### src/rtl/proc_pkg.sv
// Shared definitions for the proc_core teaching CPU: opcodes, instruction
// field positions, bus widths and the hex-to-7-segment table.
// The table is active-high {g,f,e,d,c,b,a}; polarity for the board is
// applied in seg7_dec (macro PROC_SEG_ACTIVE_LOW_EN).
package proc_pkg;

    localparam int unsigned INST_W = 8;
    localparam int unsigned PC_W   = 8;
    localparam int unsigned SEG_W  = 7;
    localparam int unsigned NIB_W  = 4;
    localparam int unsigned REG_N  = 4;
    localparam int unsigned REG_AW = 2;

    // Opcodes in inst[7:6]
    localparam logic [1:0] OP_ADD = 2'b00;
    localparam logic [1:0] OP_LW  = 2'b01;
    localparam logic [1:0] OP_SW  = 2'b10;
    localparam logic [1:0] OP_J   = 2'b11;

    // Field slice positions
    localparam int unsigned OP_HI  = 7;
    localparam int unsigned OP_LO  = 6;
    localparam int unsigned RS_HI  = 5;
    localparam int unsigned RS_LO  = 4;
    localparam int unsigned RT_HI  = 3;
    localparam int unsigned RT_LO  = 2;
    localparam int unsigned RD_HI  = 1;
    localparam int unsigned RD_LO  = 0;
    localparam int unsigned OFF_HI = 5;
    localparam int unsigned OFF_W  = OFF_HI + 1;
    localparam int unsigned IMM_W  = RD_HI + 1;

    // Instruction viewed as packed fields; imm2 overlays rd, off6 overlays rs/rt/rd
    typedef struct packed {
        logic [OP_HI-OP_LO:0] op;
        logic [RS_HI-RS_LO:0] rs;
        logic [RT_HI-RT_LO:0] rt;
        logic [RD_HI-RD_LO:0] rd;
    } inst_t;

    // Active-high hex digit patterns, bit order {g,f,e,d,c,b,a}
    function automatic logic [SEG_W-1:0] hex_to_seg(input logic [NIB_W-1:0] h);
        logic [SEG_W-1:0] s;
        s = 7'h00;
        case (h)
            4'h0: s = 7'h3F;
            4'h1: s = 7'h06;
            4'h2: s = 7'h5B;
            4'h3: s = 7'h4F;
            4'h4: s = 7'h66;
            4'h5: s = 7'h6D;
            4'h6: s = 7'h7D;
            4'h7: s = 7'h07;
            4'h8: s = 7'h7F;
            4'h9: s = 7'h6F;
            4'hA: s = 7'h77;
            4'hB: s = 7'h7C;
            4'hC: s = 7'h39;
            4'hD: s = 7'h5E;
            4'hE: s = 7'h79;
            4'hF: s = 7'h71;
            default: s = 7'h00;
        endcase
        return s;
    endfunction

endpackage

### src/rtl/proc_if.sv
// Core-to-board bus: IMEM fetch (pc out, inst back) and the two
// 7-segment digit outputs.
//   master (core): drives pc, num1, num2; receives inst
//   slave  (board/IMEM): drives inst; receives pc, num1, num2
interface proc_if;
    import proc_pkg::*;

    logic [PC_W-1:0]   pc;
    logic [INST_W-1:0] inst;
    logic [SEG_W-1:0]  num1;
    logic [SEG_W-1:0]  num2;

    modport master (input inst, output pc, output num1, output num2);
    modport slave  (output inst, input pc, input num1, input num2);

endinterface

### src/rtl/seg7_dec.sv
// One hex digit to 7-segment pattern {g,f,e,d,c,b,a}.
//   hex in  4  nibble to show
//   seg out 7  segment drive (combinational)
// Macro PROC_SEG_ACTIVE_LOW_EN: defined -> inverted outputs for
// common-anode displays; undefined -> active-high.
module seg7_dec
    import proc_pkg::*;
(
    input  logic [NIB_W-1:0] hex,
    output logic [SEG_W-1:0] seg
);

`ifdef PROC_SEG_ACTIVE_LOW_EN
    assign seg = ~hex_to_seg(hex);
`else
    assign seg = hex_to_seg(hex);
`endif

endmodule

### src/rtl/proc_core.sv
// Single-cycle 8-bit teaching CPU: ADD / LW / SW / J over 4 GPRs and an
// internal data memory, last write-back value shown on two hex digits.
//   clk       in   rising-edge clock
//   clr       in   asynchronous active-low reset
//   bus.inst  in   instruction from external combinational IMEM at bus.pc
//   bus.pc    out  program counter (registered)
//   bus.num1  out  7-seg of display high nibble (combinational from disp)
//   bus.num2  out  7-seg of display low nibble
// Macro PROC_SEG_ACTIVE_LOW_EN selects inverted segment polarity.
module proc_core
    import proc_pkg::*;
#(
    parameter int unsigned DATA_W     = 8,
    parameter int unsigned DMEM_DEPTH = 32
)(
    input  logic  clk,
    input  logic  clr,
    proc_if.master bus
);

    localparam int unsigned AW = $clog2(DMEM_DEPTH);

    logic [DATA_W-1:0] regs [REG_N];
    logic [DATA_W-1:0] dmem [DMEM_DEPTH];
    logic [PC_W-1:0]   pc_q;
    logic [DATA_W-1:0] disp_q;

    inst_t             ir;
    logic [DATA_W-1:0] rs_val;
    logic [DATA_W-1:0] rt_val;
    logic [DATA_W-1:0] imm2;
    logic [PC_W-1:0]   off6;
    logic [AW-1:0]     addr;
    logic [DATA_W-1:0] ld_val;

    // Decode results
    logic              reg_we;
    logic [REG_AW-1:0] reg_wa;
    logic [DATA_W-1:0] reg_wd;
    logic              mem_we;
    logic              disp_we;
    logic [PC_W-1:0]   pc_nxt;

    // Operand fetch and effective address (8-bit add, then low AW bits)
    assign ir     = inst_t'(bus.inst);
    assign rs_val = regs[ir.rs];
    assign rt_val = regs[ir.rt];
    assign imm2   = {{(DATA_W-IMM_W){ir.rd[IMM_W-1]}}, ir.rd};
    assign off6   = {{(PC_W-OFF_W){bus.inst[OFF_HI]}}, bus.inst[OFF_HI:0]};
    assign addr   = AW'(rs_val + imm2);
    assign ld_val = dmem[addr];

    // Instruction decode / next-state
    always_comb begin
        reg_we  = 1'b0;
        reg_wa  = ir.rd;
        reg_wd  = rs_val + rt_val;
        mem_we  = 1'b0;
        disp_we = 1'b0;
        pc_nxt  = pc_q + PC_W'(1);
        case (ir.op)
            OP_ADD: begin
                reg_we  = 1'b1;
                disp_we = 1'b1;
            end
            OP_LW: begin
                reg_we  = 1'b1;
                reg_wa  = ir.rt;
                reg_wd  = ld_val;
                disp_we = 1'b1;
            end
            OP_SW: begin
                mem_we = 1'b1;
            end
            OP_J: begin
                pc_nxt = pc_q + PC_W'(1) + off6;
            end
            default: begin
                pc_nxt = pc_q + PC_W'(1);
            end
        endcase
    end

    // pc and display register
    always_ff @(posedge clk or negedge clr) begin
        if (!clr) begin
            pc_q   <= '0;
            disp_q <= '0;
        end else begin
            pc_q <= pc_nxt;
            if (disp_we) begin
                disp_q <= reg_wd;
            end
        end
    end

    // Register file; no hardwired zero register
    always_ff @(posedge clk or negedge clr) begin
        if (!clr) begin
            for (int i = 0; i < int'(REG_N); i++) begin
                regs[i] <= '0;
            end
        end else if (reg_we) begin
            regs[reg_wa] <= reg_wd;
        end
    end

    // Data memory; reset loads the identity pattern DMEM[i] = i
    always_ff @(posedge clk or negedge clr) begin
        if (!clr) begin
            for (int i = 0; i < int'(DMEM_DEPTH); i++) begin
                dmem[i] <= DATA_W'(i);
            end
        end else if (mem_we) begin
            dmem[addr] <= rt_val;
        end
    end

    assign bus.pc = pc_q;

    seg7_dec u_seg_hi (
        .hex (disp_q[DATA_W-1:NIB_W]),
        .seg (bus.num1)
    );

    seg7_dec u_seg_lo (
        .hex (disp_q[NIB_W-1:0]),
        .seg (bus.num2)
    );

endmodule

### src/flat_wrapper.sv
// flat-port wrapper written by rule: the top's interface ports become plain ports
module proc_core_flat import proc_pkg::*;
#(
    parameter int unsigned DATA_W     = 8,
    parameter int unsigned DMEM_DEPTH = 32
)
  (clk, clr, bus_inst, bus_pc, bus_num1, bus_num2);
  proc_if bus_i ();
  input  logic clk;
  input  logic clr;
  input wire logic [$bits(bus_i.inst)-1:0] bus_inst;
  output wire logic [$bits(bus_i.pc)-1:0] bus_pc;
  output wire logic [$bits(bus_i.num1)-1:0] bus_num1;
  output wire logic [$bits(bus_i.num2)-1:0] bus_num2;
  assign bus_i.inst = bus_inst;
  assign bus_pc = bus_i.pc;
  assign bus_num1 = bus_i.num1;
  assign bus_num2 = bus_i.num2;
  proc_core #(.DATA_W(DATA_W), .DMEM_DEPTH(DMEM_DEPTH)) u_core (.clk(clk), .clr(clr), .bus(bus_i));
endmodule
### config.mk
export PLATFORM = sky130hd
export DESIGN_NAME = proc_core_flat
export DESIGN_NICKNAME = d
export VERILOG_FILES = /design/src/rtl/proc_pkg.sv /design/src/rtl/proc_if.sv /design/src/rtl/seg7_dec.sv /design/src/rtl/proc_core.sv /design/src/flat_wrapper.sv
export SDC_FILE = /design/constraint.sdc
export NUM_CORES = 1
export LEC_CHECK = 0
export ABC_CLOCK_PERIOD_IN_PS = 4000
export BUFFER_PORTS_ARGS = -buffer_cell sky130_fd_sc_hd__buf_2
export CAP_MARGIN = 20
export CORE_MARGIN = 2
export CORE_UTILIZATION = 26
export CTS_BUF_LIST = sky130_fd_sc_hd__clkbuf_2 sky130_fd_sc_hd__clkbuf_4 sky130_fd_sc_hd__clkbuf_8
export CTS_CLUSTER_SIZE = 30
export DETAILED_ROUTE_END_ITERATION = 8
export GPL_ROUTABILITY_DRIVEN = 0
export PLACE_DENSITY_LB_ADDON = 0.05
export SYNTH_ARGS = -nofsm -noshare
export SYNTH_HDL_FRONTEND = slang
export SYNTH_HIERARCHICAL = 1
export SYNTH_SLANG_ARGS = --single-unit
### constraint.sdc
create_clock -name clk -period 4 [get_ports clk]
set_clock_uncertainty 0.15 [all_clocks]
set_input_delay 0.6 -clock clk [delete_from_list [all_inputs] [get_ports clk]]
set_output_delay 0.6 -clock clk [all_outputs]
set_load 0.1 [all_outputs]
==> metrics list, run 1 <==
- Power spread over the standard cell area amounts to 799.8 nW/um^2.
- Row cnt: 89
* Number of nets in the final layout: 1,291
- In this run, distinct cell masters in the synthesized netlist total 62.
- Signed area change from the synthesized netlist to the final layout: 23.28%
* Fraction of power consumed by combinational cells: 47.0%
* Detailed Place HPWL: 31,440 microns
- Synthesis produced 1,094 cells.
- During synthesis, Yosys emitted a total of 6 warnings.
- In this run, CTS created clock tree buffers numbering 60.
- Sequential power share: 30.5%
* Number of max-capacitance violations reported: 0
- At the pin with the least slew margin, the transition time is 989.6 ps.
- Num ports: 32
* Final routed wirelength across all metal layers: 47,210 microns
- For this run, the leading register cell type out of synthesis is sky130_fd_sc_hd__dfrtp_1.
- Number of flops mapped to enable cells by yosys: 0
- # DRC: 0
* Die Ht: 249.4 microns
- The routed layout has 9,749 vias.
- Counting flops and latches in the post-synthesis netlist gives 304.
- Setup violations remaining at the end of the flow were counted as 0.
- Final Cycle Share: 99.80%
* Clock network fraction of design power: 22.5%
- In this run the number of H-tree levels came out at 2.
- Critical path startpoint category: flip-flop
- Critical path peak fanout: 9
* Library cell used as clock root buffer: sky130_fd_sc_hd__clkbuf_8
- For this run, the total global-route usage over all layers was measured as 15.23%.
- Global routing finished with a remaining overflow of 0.
- In this run the worst setup path begins at u_core/regs[0].
* Area share of the leading cell type in the synthesized netlist: 35.80%
- Average instance area after synthesis: 14.31 sq um
* Sink Count: 304
* Share of final-layout standard cells stronger than drive strength 1: 57.03%
* Total of buffers placed on input and output ports: 31
- Synth top area cells: sky130_fd_sc_hd__dfrtp_1, sky130_fd_sc_hd__mux2_2, sky130_fd_sc_hd__mux4_2, sky130_fd_sc_hd__dfstp_2, sky130_fd_sc_hd__ha_1
* Initial core utilization: 26.43%
* Post-route core utilization: 32.59%
- Sequential element share of the synthesized area: 49.22%
* Data arrival at the endpoint of the critical path: 4320 ps
- The final hold violation count came to 0.
- Worst slew slack as a fraction of its limit: 34.03%
- CTS tree: done
- Worst Path Class, Setup: flip-flop to flip-flop
- Slew Limit Fails: 0
* Cell Area, Synth: 15,660 sq um
* Min cycle time layout: 3992 ps
- RSZ-0062 raised after global routing: yes
- Dividing the detail-routed wire length by the instance count gives 22.84 microns.
- Tightest Hold Check Type: input pin to flip-flop
- Antenna Diode Count: 0
* Die outline area: 62,210 sq um
- Average via count per standard cell: 4.716
- The core region is 59,240 sq um.
- Before antenna repair, the detailed router went through 4 iterations.
* Number of buffers between clock root and the deepest sink: 3
- Maximum number of pins on one net before global-route repair: 109
* Library cell with the highest instance count after synthesis: sky130_fd_sc_hd__mux2_2
- VDD sags by at most 0.0004498 V.
- Post-DRT Antenna Nets: 0
* Required @ worst endpoint: 4330 ps
- Leakage power: 8.582 nW
* Maximum operating frequency: 250.5 MHz
- Hold slack final: 256.8 ps
- Switching share of power: 38.98%
* Clock input transition at the sequential cells of the worst setup and hold paths: 60 ps
- The worst hold path begins at bus_inst[6].
- Startpoint of the lowest-slack register-to-register path: u_core/regs[0]
* Internal power: 9.422 mW
- Counting flops with an async set or reset pin after synthesis yields a share of 100.0%.
- By count the netlist is led by sky130_fd_sc_hd__mux2_2, sky130_fd_sc_hd__dfrtp_1, sky130_fd_sc_hd__mux4_2, sky130_fd_sc_hd__dfstp_2, sky130_fd_sc_hd__nand2_1.
- Run status: complete, no violations
- Total nets after synthesis: 1,141
* Kind of capture point of the worst setup path: flip-flop
- DRT iter0 DRCs: 433
* Clock latency at the later pin of the worst-skew pair: 650 ps
- Antenna violations before repair: 3
- The synthesized design spends more area on one cell type than any other, namely sky130_fd_sc_hd__dfrtp_1.
- Vias in the first global route: 10.34k
* Global-route wire length before repair: 70,650 microns
* NetSw: 6.018 mW
* Die width: 249.4 microns
## timing repair
item / in CTS / in global routing
setup endpoints to repair: 0 / 28
gates resized for setup: 0 / 28
setup buffers: 0 / 5
hold buffers: 1 / 0
hold endpoints to repair: 77 / 0
## critical path, stage by stage, from the launching register on
cell and delay (ps):
sky130_fd_sc_hd__dfrtp_1 400, sky130_fd_sc_hd__mux4_2 520, sky130_fd_sc_hd__ha_4 190, sky130_fd_sc_hd__fa_4 840, sky130_fd_sc_hd__buf_12 130, sky130_fd_sc_hd__buf_4 120
sky130_fd_sc_hd__clkbuf_16 160, sky130_fd_sc_hd__mux4_2 370, sky130_fd_sc_hd__mux4_2 550, sky130_fd_sc_hd__o22ai_2 190, sky130_fd_sc_hd__buf_6 140, sky130_fd_sc_hd__o31ai_1 70
## worst paths after layout
check / end / depth (start not counted) / slack [ps]
max in group asynchronous: u_core/dmem[144] / 3 / 2180
min reg2reg: u_core/dmem[5] / 1 / 330
max: u_core/regs[24] / 11 / 8
max reg2reg: u_core/regs[24] / 11 / 8
min: u_core/disp_q[7] / 3 / 260
min in group asynchronous: u_core/regs[21] / 2 / 480
## layout make-up
class / count / area [sq um]
Fill cell: 5928 / 39940
Clock buffer: 109 / 1306
Tap cell: 773 / 967.2
Inverter: 28 / 105.1
Sequential cell: 304 / 7707
Timing Repair Buffer: 153 / 1519
Clock inverter: 3 / 40.04
Multi-Input combinational cell: 697 / 7660
## power by group through the flow
| stage | logic [mW] | clock network (mW) | registers [mW] |
|---|---|---|---|
| detailed placement | 7.11 | 0 | 4.77 |
| global placement | 7.08 | 0 | 4.78 |
| floorplan | 4.51 | 0 | 4.78 |
| finish | 7.26 | 3.47 | 4.71 |
| CTS | 7.14 | 3.65 | 4.72 |
| global route | 7.78 | 3.78 | 4.85 |
## per-stage QoR
| stage | instance area [sq um] | std cells | power (mW) | setup slack [ps] | TNS [ps] |
|---|---|---|---|---|---|
| after floorplan | 15680 | 1094 | 9.293 | 35.55 | 0 |
| after global placement | 17780 | 1948 | 11.86 | -362.1 | -12830 |
| after detailed placement | 17780 | 1948 | 11.88 | -369.6 | -12630 |
| after CTS | 19140 | 2061 | 15.51 | 9.559 | 0 |
| after global routing | 19300 | 2067 | 16.41 | -82.43 | -2018 |
| final | 19300 | 2067 | 15.44 | 8.057 | 0 |
## cells in the final DEF (no fill, tap or decap), types with 4 or more instances in the layout
| cell type | Yosys | final |
|---|---|---|
| sky130_fd_sc_hd__a21o_1 | 10 | 10 |
| sky130_fd_sc_hd__a21oi_1 | 14 | 14 |
| sky130_fd_sc_hd__a221oi_1 | 8 | 6 |
| sky130_fd_sc_hd__buf_12 | 0 | 31 |
| sky130_fd_sc_hd__buf_2 | 5 | 30 |
| sky130_fd_sc_hd__buf_4 | 4 | 81 |
| sky130_fd_sc_hd__buf_6 | 4 | 8 |
| sky130_fd_sc_hd__clkbuf_4 | 0 | 31 |
| sky130_fd_sc_hd__clkbuf_8 | 0 | 78 |
| sky130_fd_sc_hd__dfrtp_1 | 224 | 224 |
| sky130_fd_sc_hd__dfstp_2 | 80 | 80 |
| sky130_fd_sc_hd__ha_1 | 34 | 33 |
| sky130_fd_sc_hd__inv_1 | 28 | 28 |
| sky130_fd_sc_hd__mux2_1 | 6 | 6 |
| sky130_fd_sc_hd__mux2_2 | 259 | 258 |
| sky130_fd_sc_hd__mux2i_1 | 18 | 17 |
| sky130_fd_sc_hd__mux4_2 | 94 | 94 |
| sky130_fd_sc_hd__nand2_1 | 73 | 73 |
| sky130_fd_sc_hd__nand2b_1 | 5 | 5 |
| sky130_fd_sc_hd__nand3b_1 | 4 | 4 |
| sky130_fd_sc_hd__nor2_1 | 27 | 27 |
| sky130_fd_sc_hd__nor2_2 | 4 | 4 |
| sky130_fd_sc_hd__nor2_4 | 4 | 4 |
| sky130_fd_sc_hd__nor2b_1 | 8 | 8 |
| sky130_fd_sc_hd__nor3_1 | 5 | 5 |
| sky130_fd_sc_hd__nor3_2 | 5 | 5 |
| sky130_fd_sc_hd__nor3b_1 | 5 | 5 |
| sky130_fd_sc_hd__o21ai_0 | 26 | 17 |
| sky130_fd_sc_hd__o21ai_1 | 1 | 9 |
| sky130_fd_sc_hd__o31ai_1 | 13 | 13 |
| sky130_fd_sc_hd__xnor2_1 | 11 | 11 |
| sky130_fd_sc_hd__xor2_1 | 6 | 5 |
## sequential cells by signal, summed over array words and instances (netlist names)
register       cells
u_core/regs       32
u_core/dmem      256
u_core/bus.pc      8
u_core/disp_q      8
## per-layer routing
metal,global-route usage [%],share of wire [%],up-vias
met5,0,0,-
met4,4.372,2.3,0
met3,2.597,3.0,74
met2,25.14,48,143
met1,20.52,47,5135
li1,-,-,4397
## logic make-up after synthesis
logic type	Yosys count	share of synthesized area [%]
multiplexers	381	34.25
flip-flops	304	49.22
AND/OR/NAND/NOR	160	5.194
AO/OA/AOI/OAI	99	4.307
buffers and inverters	93	2.573
adder cells (fa/ha/maj)	37	3.100
XOR/XNOR	20	1.350
No activity file was read; power rests on OpenSTA's default activity.
==> run 2, diff against run 1 <==
--- a/config.mk
+++ b/config.mk
@@ -5,7 +5,7 @@
 export SDC_FILE = /design/constraint.sdc
 export NUM_CORES = 1
 export LEC_CHECK = 0
-export ABC_CLOCK_PERIOD_IN_PS = 4000
+export ABC_CLOCK_PERIOD_IN_PS = 3700
 export BUFFER_PORTS_ARGS = -buffer_cell sky130_fd_sc_hd__buf_2
 export CAP_MARGIN = 20
 export CORE_MARGIN = 2
==> constraint.sdc (replaced) <==
create_clock -name clk -period 3.7 [get_ports clk]
set_clock_uncertainty 0.15 [all_clocks]
set_input_delay 0.555 -clock clk [delete_from_list [all_inputs] [get_ports clk]]
set_output_delay 0.555 -clock clk [all_outputs]
set_load 0.1 [all_outputs]
==> run 2 against run 1 <==
The flow now finishes with violations (setup timing). Sequential cell count is the same. Combinational power increased by 15%. Die area did not move. Via count increased by 2.1%. Total power rose by 12%. Worst setup slack got worse by 290 ps. Final area rose by 2.3%. Clock power rose by 11%. Register-to-register slack lost 290 ps. Critical path type unchanged. Largest power group unchanged.
==> metrics list, run 2 (synthesis gave the netlist of run 1 again) <==
- The run finished, with violations left.
- Violated checks: setup timing
- Remaining Overflow, GRT: 0 (unchanged)
* Worst slew slack as a fraction of its limit: 44.86% (+11 points)
* Tightest Hold Check Type: input pin to flip-flop
- Final Cycle Share: 107.6% (+7.8 points)
- The number of top-level pins is 32 (unchanged).
- The net count of the finished layout was 1,314 (+1.8%).
* Critical path peak fanout: 7 (-2)
- The worst-case setup slack after placement came to -699.3 ps (-329.7 ps).
* Destination of the worst hold path: u_core/disp_q[7]
- The number of detailed-routing iterations run before antenna repair came to 7 (+3).
* Number of CTS-inserted buffers: 61 (+1.7%)
- The initial cell density of the core was 26.43% (unchanged).
- RSZ-0062 raised after global routing: yes
- Total area of multi-input combinational cells: 7844 sq um (+2.4%)
* Global-route wire length before repair: 72,520 microns (+2.6%)
- Total global routing track utilization: 15.52% (+0.29 points)
- Fin area: 19,740 sq um (+2.3%)
* Post-detailed-placement cell area: 17,950 sq um (+0.92%)
* Clock latency at the later pin of the worst-skew pair: 650 ps (about the same)
- Vias: 9,954 (+2.1%)
- Walking the worst path, the cells encountered are mux4_2 > ha_4 > fa_4 > buf_12 > buf_12 > mux4_2 > mux4_2 > o22ai_2 > buf_6 > o31ai_1.
* Worst-Margin Slew: 827.1 ps (-162.5 ps)
- The per-cell via count in the routed design is 4.749 (+0.69%).
* Row cnt: 89 (unchanged)
- # H-tree levels: 2 (unchanged)
- Leading cell type in the layout, fill and taps excluded: sky130_fd_sc_hd__mux2_2
- The final-layout fill cell count was 5,839 (-1.5%).
- The worst hold slack was 214.9 ps (-41.91 ps).
* Maximum vdd ir drop: 0.0004391 V (-2.4%)
* Kind of capture point of the worst setup path: flip-flop
- Detailed Place HPWL: 31,800 microns (+1.2%)
- Max stage delay on crit path: 910 ps (+70 ps)
* Registers with the most flip-flops: u_core/dmem (256), u_core/regs (32)
- Slew Limit Fails: 0 (unchanged)
* Power density over the cells: 875.7 nW/um^2 (+9.5%)
* Worst flop-to-flop path endpoint: u_core/regs[9]
- Data arrival at the endpoint of the critical path: 4330 ps (about the same)
- The pin count of the biggest net entering global routing came to 74 (-32%).
* Cell with the largest stage delay on the worst path: sky130_fd_sc_hd__fa_4
- The final setup violation count came to 69 (+69).
- The proportion of layout cells with a drive suffix above 1 came to 59.17% (+2.1 points).
* Setup TNS: -10,770 ps (-10,770 ps)
- Vias in the first global route: 10.64k (+3.0%)
* Die Ht: 249.4 microns (unchanged)
- DRT iter0 DRCs: 415 (-4.2%)
- More flip-flops sit in one register than any other, and that register is u_core/dmem.
- Routed wire length per instance: 22.66 microns (-0.77%)
- Maximum operating frequency: 251.1 MHz (+0.26%)
* Antenna violations before repair: 3 (unchanged)
- Setup slack of the most critical reg-to-reg path: -280 ps (-290 ps)
- Setup ws final: -281.8 ps (-289.8 ps)
- Worst min-delay path startpoint: bus_inst[6]
- Min cycle time layout: 3982 ps (-10.18 ps)
- Final routed wirelength across all metal layers: 47,500 microns (+0.62%)
- STA classifies the critical path startpoint as a flip-flop.
* Post-route core utilization: 33.32% (+0.74 points)
- Flip-flop count of the largest register, all copies and words added: 256 (unchanged)
* Die outline area: 62,210 sq um (unchanged)
- The core area came to 59,240 sq um (unchanged).
- Sink Count: 304 (unchanged)
- Number of max-capacitance violations reported: 0 (unchanged)
* # DRC: 0 (unchanged)
* Leakage power: 8.765 nW (+2.1%)
- Library cell used as clock root buffer: sky130_fd_sc_hd__clkbuf_8
- Most frequent cell on the critical path: sky130_fd_sc_hd__mux4_2
* Startpoint of the lowest-slack register-to-register path: u_core/regs[0]
- Most used cells in the layout excluding fill and tap cells: sky130_fd_sc_hd__mux2_2, sky130_fd_sc_hd__dfrtp_1, sky130_fd_sc_hd__buf_4, sky130_fd_sc_hd__mux4_2, sky130_fd_sc_hd__dfstp_2
- Number of buffers between clock root and the deepest sink: 3 (unchanged)
- The cell count of the worst hold path is 3 (unchanged).
- CTS tree: done
- The die boundary width was 249.4 microns (unchanged).
* Signed area change from the synthesized netlist to the final layout: 26.07%
- The post-detailed-route count of antenna-violating nets came to 0 (unchanged).
- Final Hold Vio Count: 0 (unchanged)
* Number of cells traversed by the worst register-to-register path: 10 (-1)
* Total of buffers placed on input and output ports: 31 (unchanged)
* Required @ worst endpoint: 4050 ps (-280 ps)
- Clock input transition at the sequential cells of the worst setup and hold paths: 60 ps (about the same)
- Reg area: 7707 sq um (unchanged)
- The setup path with the least slack is of type flip-flop to flip-flop.
## run 2: area by class of cell
type | instances | share of cell area [%]
clock inverter | 4 | 0.3676
multi-input combinational | 698 | 39.73
antenna | 3 | 0.03803
clock buffer | 112 | 6.699
sequential | 304 | 39.04
tap | 773 | 4.899
inverter | 28 | 0.5324
timing repair buffer | 174 | 8.689
## run 2: where the power goes
group / switching [mW] / total (mW) / internal (mW) / leakage, nW
logic: 4.58 / 8.34 / 3.75 / 4.16
registers: 0.602 / 5.09 / 4.49 / 3.86
clock network: 1.52 / 3.86 / 2.34 / 0.747
total: 6.70 / 17.3 / 10.6 / 8.76
## run 2: worst max-delay path: cells and delay by family (launching register included)
family	cells	cell delay, ps
mux	3	1460
fa+ha+maj	2	1100
buf+inv	3	430
flops	1	390
compound gates	2	290
## run 2: worst max path at each step
stage | start | end | slack (ps) | cells past startpoint
2_1_floorplan | bus_inst[4] | u_core/regs[11] | -40 | 10
3_3_place_gp | bus_inst[4] | u_core/regs[26] | -700 | 12
3_5_place_dp | bus_inst[4] | u_core/regs[27] | -700 | 10
4_1_cts | u_core/regs[0] | u_core/regs[19] | -260 | 9
5_1_grt | u_core/regs[0] | u_core/regs[24] | -340 | 10
6_report | u_core/regs[0] | u_core/regs[9] | -280 | 10
## run 2: routing by layer
layer | up-vias | routed length [microns] | share of wire [%] | GRT usage, %
li1 | 4459 | - | - | -
met1 | 5260 | 22830 | 48 | 21.54
met2 | 156 | 21940 | 46 | 24.53
met3 | 79 | 1533 | 3.2 | 2.816
met4 | 0 | 1198 | 2.5 | 4.940
met5 | - | 0 | 0 | 0
## run 2: repair_timing
item / CTS / global route
pin swaps: 0 / 18
hold buffers: 1 / 0
gates resized for setup: 24 / 37
gates cloned: 0 / 3
hold endpoints to repair: 44 / 0
endpoints found under the setup margin: 40 / 204
buffers inserted: 0 / 12
## run 2: through the flow
stage	instances	power, mW
final	2096	17.29
after global routing	2095	18.39
after CTS	2080	17.15
after detailed placement	1963	13.06
after global placement	1963	13.03
after floorplan	1094	10.16
